$ cat src/rtl/pulse_gen_if.sv
// Control/status bundle between the CPU-side register block (master) and pulse_gen (slave).
interface pulse_gen_if #(
    parameter int CNT_W = 16,
    parameter int NUM_W = 8
);
    logic             start;
    logic             abort;
    logic [CNT_W-1:0] high_len;
    logic [CNT_W-1:0] low_len;
    logic [NUM_W-1:0] pulse_num;
    logic             pulse_out;
    logic             busy;
    logic             done;

    modport master (
        output start, abort, high_len, low_len, pulse_num,
        input  pulse_out, busy, done
    );

    modport slave (
        input  start, abort, high_len, low_len, pulse_num,
        output pulse_out, busy, done
    );
endinterface

$ cat src/rtl/pulse_gen.sv
// Programmable pulse-train transmitter: pulse_num pulses of high_len cycles separated by
// low_len-cycle gaps, with busy/done status. All outputs are registered.
module pulse_gen #(
    parameter int   CNT_W      = 16,
    parameter int   NUM_W      = 8,
    parameter logic IDLE_LEVEL = 1'b0
) (
    input logic        clk,
    input logic        rst,
    pulse_gen_if.slave bus
);
    typedef enum logic [1:0] {IDLE, HIGH, LOW, DONE} state_t;

    state_t           state_q, state_d;
    logic [CNT_W-1:0] phase_q, phase_d;
    logic [NUM_W-1:0] sent_q, sent_d;
    logic [CNT_W-1:0] h_q, h_d;
    logic [CNT_W-1:0] l_q, l_d;
    logic [NUM_W-1:0] n_q, n_d;
    logic             pulse_q, busy_q, done_q;

    always_comb begin
        state_d = state_q;
        phase_d = phase_q;
        sent_d  = sent_q;
        h_d     = h_q;
        l_d     = l_q;
        n_d     = n_q;
        case (state_q)
            IDLE: begin
                if (bus.start && !bus.abort) begin
                    h_d     = (bus.high_len == '0) ? CNT_W'(1) : bus.high_len;
                    l_d     = (bus.low_len == '0) ? CNT_W'(1) : bus.low_len;
                    n_d     = bus.pulse_num;
                    phase_d = CNT_W'(1);
                    sent_d  = '0;
                    state_d = (bus.pulse_num != '0) ? HIGH : DONE;
                end
            end
            HIGH: begin
                if (phase_q == h_q) begin
                    sent_d  = sent_q + NUM_W'(1);
                    phase_d = CNT_W'(1);
                    state_d = (sent_d == n_q) ? DONE : LOW;
                end else begin
                    phase_d = phase_q + CNT_W'(1);
                end
            end
            LOW: begin
                if (phase_q == l_q) begin
                    phase_d = CNT_W'(1);
                    state_d = HIGH;
                end else begin
                    phase_d = phase_q + CNT_W'(1);
                end
            end
            DONE: begin
                state_d = IDLE;
                phase_d = '0;
                sent_d  = '0;
            end
            default: state_d = IDLE;
        endcase
        if (state_q != IDLE && bus.abort) begin
            state_d = IDLE;
            phase_d = '0;
            sent_d  = '0;
        end
    end

    // Outputs are derived from the next state so they line up with the state they describe.
    always_ff @(posedge clk or negedge rst) begin
        if (!rst) begin
            state_q <= IDLE;
            phase_q <= '0;
            sent_q  <= '0;
            h_q     <= '0;
            l_q     <= '0;
            n_q     <= '0;
            pulse_q <= IDLE_LEVEL;
            busy_q  <= 1'b0;
            done_q  <= 1'b0;
        end else begin
            state_q <= state_d;
            phase_q <= phase_d;
            sent_q  <= sent_d;
            h_q     <= h_d;
            l_q     <= l_d;
            n_q     <= n_d;
            pulse_q <= IDLE_LEVEL ^ (state_d == HIGH);
            busy_q  <= (state_d != IDLE);
            done_q  <= (state_d == DONE);
        end
    end

    assign bus.pulse_out = pulse_q;
    assign bus.busy      = busy_q;
    assign bus.done      = done_q;
endmodule

$ cat src/flat_wrapper.sv
// flat-port wrapper written by rule: the top's interface ports become plain ports
module pulse_gen_flat 
#(
    parameter int   CNT_W      = 16,
    parameter int   NUM_W      = 8,
    parameter logic IDLE_LEVEL = 1'b0
)
  (clk, rst, bus_start, bus_abort, bus_high_len, bus_low_len, bus_pulse_num, bus_pulse_out, bus_busy, bus_done);
  pulse_gen_if #(.CNT_W(CNT_W), .NUM_W(NUM_W)) bus_i ();
  input logic clk;
  input logic rst;
  input wire logic [$bits(bus_i.start)-1:0] bus_start;
  input wire logic [$bits(bus_i.abort)-1:0] bus_abort;
  input wire logic [$bits(bus_i.high_len)-1:0] bus_high_len;
  input wire logic [$bits(bus_i.low_len)-1:0] bus_low_len;
  input wire logic [$bits(bus_i.pulse_num)-1:0] bus_pulse_num;
  output wire logic [$bits(bus_i.pulse_out)-1:0] bus_pulse_out;
  output wire logic [$bits(bus_i.busy)-1:0] bus_busy;
  output wire logic [$bits(bus_i.done)-1:0] bus_done;
  assign bus_i.start = bus_start;
  assign bus_i.abort = bus_abort;
  assign bus_i.high_len = bus_high_len;
  assign bus_i.low_len = bus_low_len;
  assign bus_i.pulse_num = bus_pulse_num;
  assign bus_pulse_out = bus_i.pulse_out;
  assign bus_busy = bus_i.busy;
  assign bus_done = bus_i.done;
  pulse_gen #(.CNT_W(CNT_W), .NUM_W(NUM_W), .IDLE_LEVEL(IDLE_LEVEL)) u_core (.clk(clk), .rst(rst), .bus(bus_i));
endmodule
$ cat config.mk
export PLATFORM = sky130hd
export DESIGN_NAME = pulse_gen_flat
export DESIGN_NICKNAME = d
export VERILOG_FILES = /design/src/rtl/pulse_gen_if.sv /design/src/rtl/pulse_gen.sv /design/src/flat_wrapper.sv
export SDC_FILE = /design/constraint.sdc
export NUM_CORES = 1
export LEC_CHECK = 0
export CAP_MARGIN = 20
export CORE_MARGIN = 2
export CORE_UTILIZATION = 35
export DETAILED_ROUTE_END_ITERATION = 16
export HOLD_SLACK_MARGIN = 0.05
export PLACE_DENSITY = 0.62
export SYNTH_ARGS = -nofsm -noshare
export SYNTH_HDL_FRONTEND = slang
export SYNTH_SLANG_ARGS = --single-unit
$ cat constraint.sdc
create_clock -name clk -period 2.75 [get_ports clk]
set_clock_uncertainty 0.1 [all_clocks]
set_input_delay 0.6875 -clock clk [delete_from_list [all_inputs] [get_ports clk]]
set_output_delay 0.6875 -clock clk [all_outputs]
set_load 0.02 [all_outputs]
==> run metrics <==
outcome=finished clean; die area=11500 um^2; worst reg-to-reg setup slack=0.20 ns; ANT cells=0; Post-CTS Setup Bufs=0; critical path fanouts, max=7; worst hold slack=0.218 ns; Pwr Total=3.99 mW; Yosys top cell by area=dfrtp_1; Hold Fails Final Rpt=0; drt pass-1 iters=5; vias in the first global route=2752; DR DRC count=0; final core utilization=0.442; layout cells sized above 1=0.190; area of the multi-input gates=1880 um^2; Clock Sinks=69; Slew @ Worst Pin=0.521 ns; min Tclk post-route=2.55 ns; PD cells=870 nW/um^2; hold crit path type=input pin to async pin; worst r2r path cells=6; RSZ-0062 raised after global routing=false; fin nets=441; Die H=107 um; critical path class=register to register; PnR worst setup slack=0.201 ns; Clock transition at path regs=0.08 ns; DP Area=4350 um^2; start point of the critical path=u_core.phase_q[6]; area fraction of the dominant cell type after synthesis=0.462; Mapped Avg Cell Area=10.7 um^2; Async SR Flop Fraction=1.00; insertion delay to the later sink of the worst-skew pair=0.34 ns; remaining antenna violation count=0; Finished Cell Area=4590 um^2; Routed WL=8.48 mm; PortBufs=46; Post-Syn Area=3740 um^2; CTS Buffer Depth=2; global placement routability congestion=0.867; EDFF count, synth=0; clock tree from TritonCTS=built; Initial Util=0.361; setup_tns=0 ns; H-tree depth=3; initial antenna violation count=0; Yosys warning count=0; via count=2853; Synth Instances=349; Via density=5.32; Crit. End Element=register; largest net degree at the start of global routing=43; area delta synth->final=22.7%; largest cells by area after synthesis=dfrtp_1 46%, mux2_2 12%, xor2_1 4.4%; Fill cells=1009; relative slew slack=0.653; first-pass GRT wire length=13.9 mm; top post-synthesis cells by count=69 x dfrtp_1, 39 x mux2_2, 20 x nand2_1; VDD IR max=0.351 mV; Final Max Slew Viols=0; Cells after DPL=520; Synth Register Bits=69; crit path capture=u_core.sent_q[7]; Syn Nets=395; Final setup viols=0; Die X=107 um; Synth Flop Type=dfrtp_1; post-synthesis cell type count=49; Crit Reg-Reg Endpoint=u_core.sent_q[7]; Critical Path AT=2.65 ns; Final Cycle Share=0.927; DR iter-0 viols=191; Total GRT Usage=0.155; register area=1730 um^2; Pleak=1.88 nW; most frequent cell after synthesis=dfrtp_1; Worst setup SP type=register; Non-Filler Instances=536; Max-Cap Viols=0; FMAX=392 MHz; Data required, critical path=2.85 ns; Routed WL per cell=15.8 um; root buf cell=clkbuf_8; grt total ovfl=0; Num CTS Buffers=9; sequential share of the synthesized area=0.462; CORE AREA=10400 um^2; I/O pins=47; Post-DP HPWL=6.29 mm; r2r startpoint=u_core.phase_q[6]; worst slack at placement=0.0639 ns; row cnt=37
## metal layers
layer	routed length, um	global-route usage
met1	4220	0.230
met4	113	0.0586
met5	0	0
met3	394	0.0200
met2	3750	0.229
## timing repair
| item | CTS | global route |
|---|---|---|
| setup endpoints to repair | 0 | 2 |
| resized for setup | 0 | 2 |
| hold buffers | 0 | 0 |
## cells by family after synthesis
| logic type | after synthesis | share of synthesized area |
|---|---|---|
| DFF | 69 | 0.462 |
| muxes | 39 | 0.117 |
| buffers and inverters | 28 | 0.0398 |
| adders and majority gates | 2 | 0.00669 |
| AOI/OAI and AO/OA | 73 | 0.133 |
| and+or+nand+nor | 98 | 0.142 |
| xor gates and xnor gates | 40 | 0.0997 |
## cells in the final DEF (no fill, tap or decap), types with 2 or more instances in the layout
master           synthesis  final
nor2_1                  17     17
nand3_1                  9      9
xor2_1                  19     19
a21o_1                   5      5
nand2_1                 20     20
nand2b_1                 2      2
clkbuf_8                 0      9
a41oi_1                  2      2
xnor2_1                 18     18
a31oi_1                 12     12
nor3b_1                  2      2
a22o_1                   8      8
nor2b_1                  4      4
nor4_1                  13     12
and2_1                   2      2
nor3_1                   7      7
o31ai_1                  3      3
o41ai_1                  3      3
ha_1                     2      2
clkdlybuf4s50_1          0     45
dfrtp_1                 69     69
xnor2_2                  3      3
buf_12                   0      2
buf_4                    0      9
o21ai_0                 13     13
mux2_2                  39     39
and3_1                   8      8
a21oi_1                 14     14
clkinvlp_4               0      2
inv_1                    6      6
nand4_1                  8      8
bufinv_16                0      2
## critical path: stages (launching register included)
cell and delay (ns):
dfrtp_1 0.52, xnor2_2 0.28, nand4_2 0.18, nor4_4 0.48
o21ai_2 0.11, or2_0 0.35, o41ai_1 0.37
## layout make-up
cell class	instances	share of cell area
inverters	6	0.00491
multi-input cells	252	0.411
well taps	136	0.0371
repair buffers	57	0.123
flip-flops and latches	69	0.376
clock buffers	9	0.0270
clock inverters	7	0.0213
## flip-flops by register name, summed over array words and instances (netlist names)
name                  cells
u_core.l_q               16
u_core.bus.pulse_out      1
u_core.bus.busy           1
u_core.state_q            2
u_core.bus.done           1
u_core.sent_q             8
u_core.phase_q           16
u_core.n_q                8
u_core.h_q               16
## power by group
part	internal (mW)	switching, mW
combinational	0.765	0.611
clock	0.513	0.403
sequential	1.37	0.331
total	2.65	1.35
## worst min path at each step
stage                startpoint          endpoint  slack (ns)  cells after the start
6_report                    rst     u_core.n_q[0]        0.22                      1
5_1_grt                     rst     u_core.n_q[2]        0.25                      1
4_1_cts                     rst     u_core.n_q[2]        0.23                      1
3_5_place_dp      u_core.n_q[1]     u_core.n_q[1]        0.42                      1
3_3_place_gp   u_core.sent_q[1]  u_core.sent_q[1]        0.41                      2
2_1_floorplan               rst   u_core.bus.busy        0.29                      0
(Power assumes the default switching activity.)
